$ cat src/rtl/fb_stream_loader.sv
// fb_stream_loader: byte stream -> 64x64 3-bit framebuffer writer.
// Locks onto a two-byte header, then unpacks two pixels per byte
// (b[6:4] even pixel, b[2:0] odd pixel) and writes them in raster order.
module fb_stream_loader #(
  parameter logic [7:0]  SYNC0   = 8'hA5,
  parameter logic [7:0]  SYNC1   = 8'h5A,
  parameter int unsigned TIMEOUT = 24'd1_200_000
) (
  input  logic        clk,
  input  logic        resetn,
  input  logic [7:0]  rx_data,
  input  logic        rx_valid,
  output logic        rx_ready,
  output logic        fb_we,
  output logic [11:0] fb_addr,
  output logic [2:0]  fb_data,
  output logic        busy,
  output logic        frame_done,
  output logic        err_timeout
);

  typedef enum logic [1:0] {HUNT, SYNC2, LOAD, WR_LO} state_t;

  // Last idle count in LOAD before the frame is abandoned.
  localparam logic [23:0] TMAX = 24'(TIMEOUT - 1);

  state_t      state_q;
  logic [10:0] ptr_q;     // byte index k within the frame
  logic [2:0]  lo_q;      // odd pixel held for the WR_LO cycle
  logic [23:0] tcnt_q;    // idle cycles in LOAD since last accept
  logic        fb_we_q, busy_q, done_q, err_q;
  logic [11:0] addr_q;
  logic [2:0]  data_q;
  logic        acc;

  // Ready is decoded from state so a byte can land the cycle LOAD is entered.
  assign rx_ready = resetn && (state_q != WR_LO);
  assign acc      = rx_valid && rx_ready;

  assign fb_we       = fb_we_q;
  assign fb_addr     = addr_q;
  assign fb_data     = data_q;
  assign busy        = busy_q;
  assign frame_done  = done_q;
  assign err_timeout = err_q;

  // Header lock, pixel unpacking, write port and stall timeout.
  always_ff @(posedge clk or negedge resetn) begin
    if (!resetn) begin
      state_q <= HUNT;
      ptr_q   <= '0;
      lo_q    <= '0;
      tcnt_q  <= '0;
      fb_we_q <= 1'b0;
      addr_q  <= '0;
      data_q  <= '0;
      busy_q  <= 1'b0;
      done_q  <= 1'b0;
      err_q   <= 1'b0;
    end else begin
      fb_we_q <= 1'b0;
      done_q  <= 1'b0;
      err_q   <= 1'b0;
      case (state_q)
        HUNT: begin
          if (acc && rx_data == SYNC0) state_q <= SYNC2;
        end
        SYNC2: begin
          if (acc) begin
            if (rx_data == SYNC1) begin
              state_q <= LOAD;
              ptr_q   <= '0;
              tcnt_q  <= '0;
              busy_q  <= 1'b1;
            end else if (rx_data != SYNC0) begin
              state_q <= HUNT;
            end
          end
        end
        LOAD: begin
          if (acc) begin
            state_q <= WR_LO;
            fb_we_q <= 1'b1;
            addr_q  <= {ptr_q, 1'b0};
            data_q  <= rx_data[6:4];
            lo_q    <= rx_data[2:0];
            tcnt_q  <= '0;
          end else if (tcnt_q == TMAX) begin
            // Stream stalled: drop the partial frame, keep what was written.
            state_q <= HUNT;
            err_q   <= 1'b1;
            busy_q  <= 1'b0;
            ptr_q   <= '0;
            tcnt_q  <= '0;
          end else begin
            tcnt_q  <= tcnt_q + 24'd1;
          end
        end
        WR_LO: begin
          fb_we_q <= 1'b1;
          addr_q  <= {ptr_q, 1'b1};
          data_q  <= lo_q;
          if (&ptr_q) begin
            state_q <= HUNT;
            done_q  <= 1'b1;
            busy_q  <= 1'b0;
            ptr_q   <= '0;
          end else begin
            state_q <= LOAD;
            ptr_q   <= ptr_q + 11'd1;
            tcnt_q  <= '0;
          end
        end
        default: state_q <= HUNT;
      endcase
    end
  end

endmodule

$ cat config.mk
export PLATFORM = sky130hd
export DESIGN_NAME = fb_stream_loader
export DESIGN_NICKNAME = d
export VERILOG_FILES = /design/src/rtl/fb_stream_loader.sv
export SDC_FILE = /design/constraint.sdc
export NUM_CORES = 1
export LEC_CHECK = 0
export ABC_CLOCK_PERIOD_IN_PS = 3700
export CORE_ASPECT_RATIO = 1.4
export CORE_MARGIN = 2
export CORE_UTILIZATION = 50
export CTS_BUF_LIST = sky130_fd_sc_hd__clkbuf_2 sky130_fd_sc_hd__clkbuf_4 sky130_fd_sc_hd__clkbuf_8
export CTS_CLUSTER_DIAMETER = 100
export DETAILED_ROUTE_END_ITERATION = 12
export HOLD_SLACK_MARGIN = 0.15
export PLACE_DENSITY = 0.72
export SETUP_SLACK_MARGIN = 0.3
export SYNTH_ARGS = -nofsm -noshare
export SYNTH_HDL_FRONTEND = slang
export SYNTH_SLANG_ARGS = --single-unit
export TNS_END_PERCENT = 1
$ cat constraint.sdc
create_clock -name clk -period 3.7 [get_ports clk]
set_input_delay 0.74 -clock clk [delete_from_list [all_inputs] [get_ports clk]]
set_output_delay 0.74 -clock clk [all_outputs]
set_load 0.02 [all_outputs]
==> Yosys cells after proc, flatten, opt, wreduce, memory -nomap -nowiden <==
Cells that the tools add are included.
{ "word_totals": {"ram_bits": 0, "n_memories": 0, "regBits": 59, "rom_bits": 0, "out_inout_bits": 20, "latch_bits": 0} }
{ "classes": {"order_cmp": 0, "shifts": 0, "n_mux": 37, "n_div": 0, "mul": 0, "reduce_logical": 13, "addsub": 2, "eq_ne": 18, "bitwise": 0} }
{ "op_table": {"columns": ["cell", "n"], "rows": [
  ["$mux 24", 5],
  ["$pmux 24 s3", 1],
  ["$mux 11", 5],
  ["$pmux 11 s3", 1],
  ["$add 24x1->24 const B", 1],
  ["$eq 24x21->1 const B", 1],
  ["$pmux 12 s2", 1],
  ["$ne 2x2->1 const B", 9],
  ["$mux 2", 7],
  ["$mux 12", 1],
  ["$add 11x1->11 const B", 1],
  ["$mux 1", 11],
  ["$reduce_and 11->1", 1],
  ["$eq 8x7->1 const B", 1],
  ["$eq 8x8->1 const B", 1],
  ["$ne 8x8->1 const B", 1],
  ["$pmux 2 s4", 1],
  ["$reduce_and 4->1", 2],
  ["$ne 3x3->1 const B", 2],
  ["$pmux 3 s2", 1],
  ["$reduce_and 6->1", 1],
  ["$reduce_and 5->1", 1],
  ["$eq 2x2->1 const B", 2],
  ["$reduce_and 2->1", 2],
  ["other kinds (8)", 10]
]} }

==> Longest topological paths before layout <==
{ "logic_depth": {"depth_word": 6, "depth_mapped": 8, "depth_no_buf": 6} }

==> Worst setup path before layout <==
OpenSTA, ideal clock, no wires.
{ "synth_path": {"kind": "input -> register", "from": "in rx_data[0]", "to": "reg tcnt_q[18]", "slack_ps": 1285, "arrival_ps": 2274, "cell_stages": 6, "cell_sequence": "or4b_4 -> o31ai_4 -> nand2_2 -> buf_2 -> nor2_1 -> nor3_1"} }
{ "synth_between": {"elab_chain_cells": 3} }
{ "synth_rtl": {"columns": ["item", "line", "rtl"], "rows": [
  ["from (decl)", "11", "input logic [7:0] rx_data,"],
  ["$eq 8x7->1", "70", "if (rx_data == SYNC1) begin"],
  ["$ne 2x2->1 (no source line)", null, null],
  ["$reduce_and 4->1 (no source line)", null, null],
  ["to (signal assigned)", "96", "tcnt_q <= tcnt_q + 24'd1;"],
  ["to (decl)", "30", "logic [23:0] tcnt_q;"]
]} }
No other way between the ends.
A chain may end at the register's enable or synchronous reset.

==> Final worst setup path <==
{ "layout_path": {"from": "in rx_data[2]", "to": "reg tcnt_q[23]"} }
Same word-level chain as after synthesis.

==> results.ini <==
[finish]
drive_above_1_share_pct = 12.1
multi_input_area_sq_mm = 0.00139
register_area_sq_mm = 0.00148
syn2layout_area_growth_pct = 18.6
fin_cells = 408
fin_nets = 346
fillers = 486
antenna_cells = 0

[setup_path]
cp_max_fo = 11
end_kind = flip-flop
crit_type = primary input to flip-flop
ff2ff_setup_slack_ps = 1120
cpMaxStageDelayCell = or4b_4
crit_path_start_kind = primary input
required_ps = 3960
rr_endpoint = tcnt_q[20]$_DFFE_PN0P_
r2r_start = tcnt_q[0]$_DFFE_PN0P_
arrival_ps = 3040
worstPathCellList = clkdlybuf4s50_1 -> or4b_4 -> o31ai_4 -> nand2_2 -> or4_4 -> a21oi_2
worstRegToRegCells = 6
slowest_delay_ps = 560

[global_routing]
grt_use_total_pct = 22.2
grt_max_degree = 48
grt_antenna_before_repair = 0
overflow = 0
grt_pass1_wl_um = 10800
grt_pass1_vias = 2351

[drt]
avgRoutedWirePerCell_um = 16.2
drt_wl_total_um = 6600
drt_pass1_iterations = 4
vias = 2436
drt-vias-per-instance = 5.97
drc = 0
postRouteAntennaNets = 0
drt_iter0_drc = 138

[timing]
worstMarginPinSlew_ps = 607
fmax_mhz = 359
setup_violations = 0
finClkSkew_ps = 8.38
hold_viol = 0
slew_headroom_pct = 59.2
min_period_ps = 2790
drv_slew = 0
finalSetupTns_ps = 0
rsz0062_at_grt = no
finalCritPeriodShare_pct = 75.3

[power_and_ir_drop]
cellPowerDensity_mw_per_mm2 = 402
p_leak_uw = 0.00154
vdd_ir_drop_max_mv = 0.324

[logic_synthesis]
ys_types = 41
synth.most_common_cell = dfrtp_1
syn_nets = 315
yosys_warnings = 0
ys_seq_elements = 59
synth_area_leaders = dfrtp_1 (50%), mux2_2 (5.7%), nand2_1 (3.9%)
synthTopCellsByCount = dfrtp_1 (59), nand2_1 (31), nor2_1 (22)
yosysSeqAreaShare_pct = 50.0
postSynthCellCount = 302
synth-async-reset-ratio_pct = 100
avgSynthCellArea_sq_um = 9.78
synth_area_sq_mm = 0.00295
netlist.top_cell.by_area = dfrtp_1
yosys.area.top_type_share_pct = 50.0
synth_edf_count = 0
synth_flop_cell = dfrtp_1

[run]
drv_cap = 0

[status]
status = finished, final reports clean

[clocking]
cts.sinks = 59
numCtsBuffers = 9
cts.repair.resized = 0
insertion_delay_ps = 330
cts_max_level = 3
cts_tree = yes
clockBufferDepth = 2
ctsHoldBuffers = 0
clockRootBuffer = clkbuf_8
post_cts_buffers = 0
clk_pin_slew_ps = 70

[die]
die_area_sq_mm = 0.00655
fp-row-count = 33
io_pins = 31
die_h_um = 94.9
core_area_sq_mm = 0.00578
initial_core_util_pct = 51.1
die_w_um = 69.0

[worst_hold_path]
worst_hold_path_type = primary input to async pin

[place]
port_buffers = 30
gp_congestion = 0.841
place_hpwl_um = 4690
dp.cells = 392

==> flip-flops by register name, summed over array words and instances, names as in the netlist <==
register     flops
fb_addr         12
fb_data          3
busy             1
lo_q             3
tcnt_q          24
state_q          2
err_timeout      1
frame_done       1
ptr_q           11
fb_we            1
==> placed cells by master (no fill, tap or decap), drive strengths merged, types with 5 or more instances in the layout <==
cell / synthesis / routed
a31oi: 17 / 17
a21oi: 15 / 15
mux2: 15 / 15
dfrtp: 59 / 59
o21ai: 17 / 17
clkbuf: 9 / 11
nand3: 17 / 17
and2: 6 / 6
clkdlybuf4s50: 0 / 29
nand4: 12 / 12
nand2: 32 / 32
nor2: 22 / 22
inv: 10 / 10
mux2i: 7 / 7
a21o: 5 / 5
nor3: 10 / 10
==> where the power goes <==
part / internal (uW) / switching (uW) / total [uW]
clock: 333 / 251 / 584
sequential: 668 / 25.3 / 694
combinational: 55.8 / 72.8 / 129
total: 1060 / 349 / 1410
==> cell families after synthesis <==
| family | after synthesis | share of synthesized area, % |
|---|---|---|
| AND/OR/NAND/NOR | 121 | 21.1 |
| adder cells (fa/ha/maj) | 2 | 0.847 |
| flip-flops | 59 | 50.0 |
| buffers and inverters | 23 | 3.09 |
| XOR/XNOR | 4 | 1.19 |
| AO/OA/AOI/OAI | 71 | 15.7 |
| multiplexers | 22 | 8.09 |
==> worst max-delay path by stage <==
| stage | cells after the start | startpoint | slack (ps) | to |
|---|---|---|---|---|
| floorplan | 6 | rx_data[0] | 1290 | tcnt_q[18]$_DFFE_PN0P_ |
| global route | 6 | rx_data[2] | 800 | tcnt_q[22]$_DFFE_PN0P_ |
| finish | 6 | rx_data[2] | 910 | tcnt_q[23]$_DFFE_PN0P_ |
| detailed placement | 6 | rx_data[2] | 570 | tcnt_q[20]$_DFFE_PN0P_ |
| CTS | 6 | rx_data[2] | 920 | tcnt_q[23]$_DFFE_PN0P_ |
| global placement | 6 | rx_data[0] | 610 | tcnt_q[23]$_DFFE_PN0P_ |
==> through the flow <==
step	util (%)	setup slack [ps]	total power, uW	hold slack [ps]	instance area, sq um
floorplan	-	1290	771	444	2950
CTS	60.6	923	1420	307	3500
global route	60.6	802	1470	315	3500
finish	60.6	914	1410	311	3500
global placement	57.2	606	829	452	3300
detailed placement	57.2	568	834	475	3300
==> layer usage <==
layer	GRT usage [%]	wire length (um)	vias to the layer above
met1	28.1	2760	1176
met5	0	0	-
met2	34.1	3430	60
met3	5.36	218	18
li1	-	-	1182
met4	12.6	191	0
==> worst max-delay path: cells and delay by family <==
kind	cells	cell delay [ps]
AOI/OAI and AO/OA	2	500
buffers and inverters	1	450
and+or+nand+nor	3	1350
==> layout make-up <==
| type | count | share of cell area (%) |
|---|---|---|
| inverters | 10 | 1.07 |
| repair buffers | 33 | 9.07 |
| well taps | 70 | 2.50 |
| clock inverters | 5 | 1.50 |
| flip-flops and latches | 59 | 42.2 |
| multi-input cells | 220 | 39.5 |
| clock buffers | 11 | 4.14 |
(Power assumes the default switching activity.)
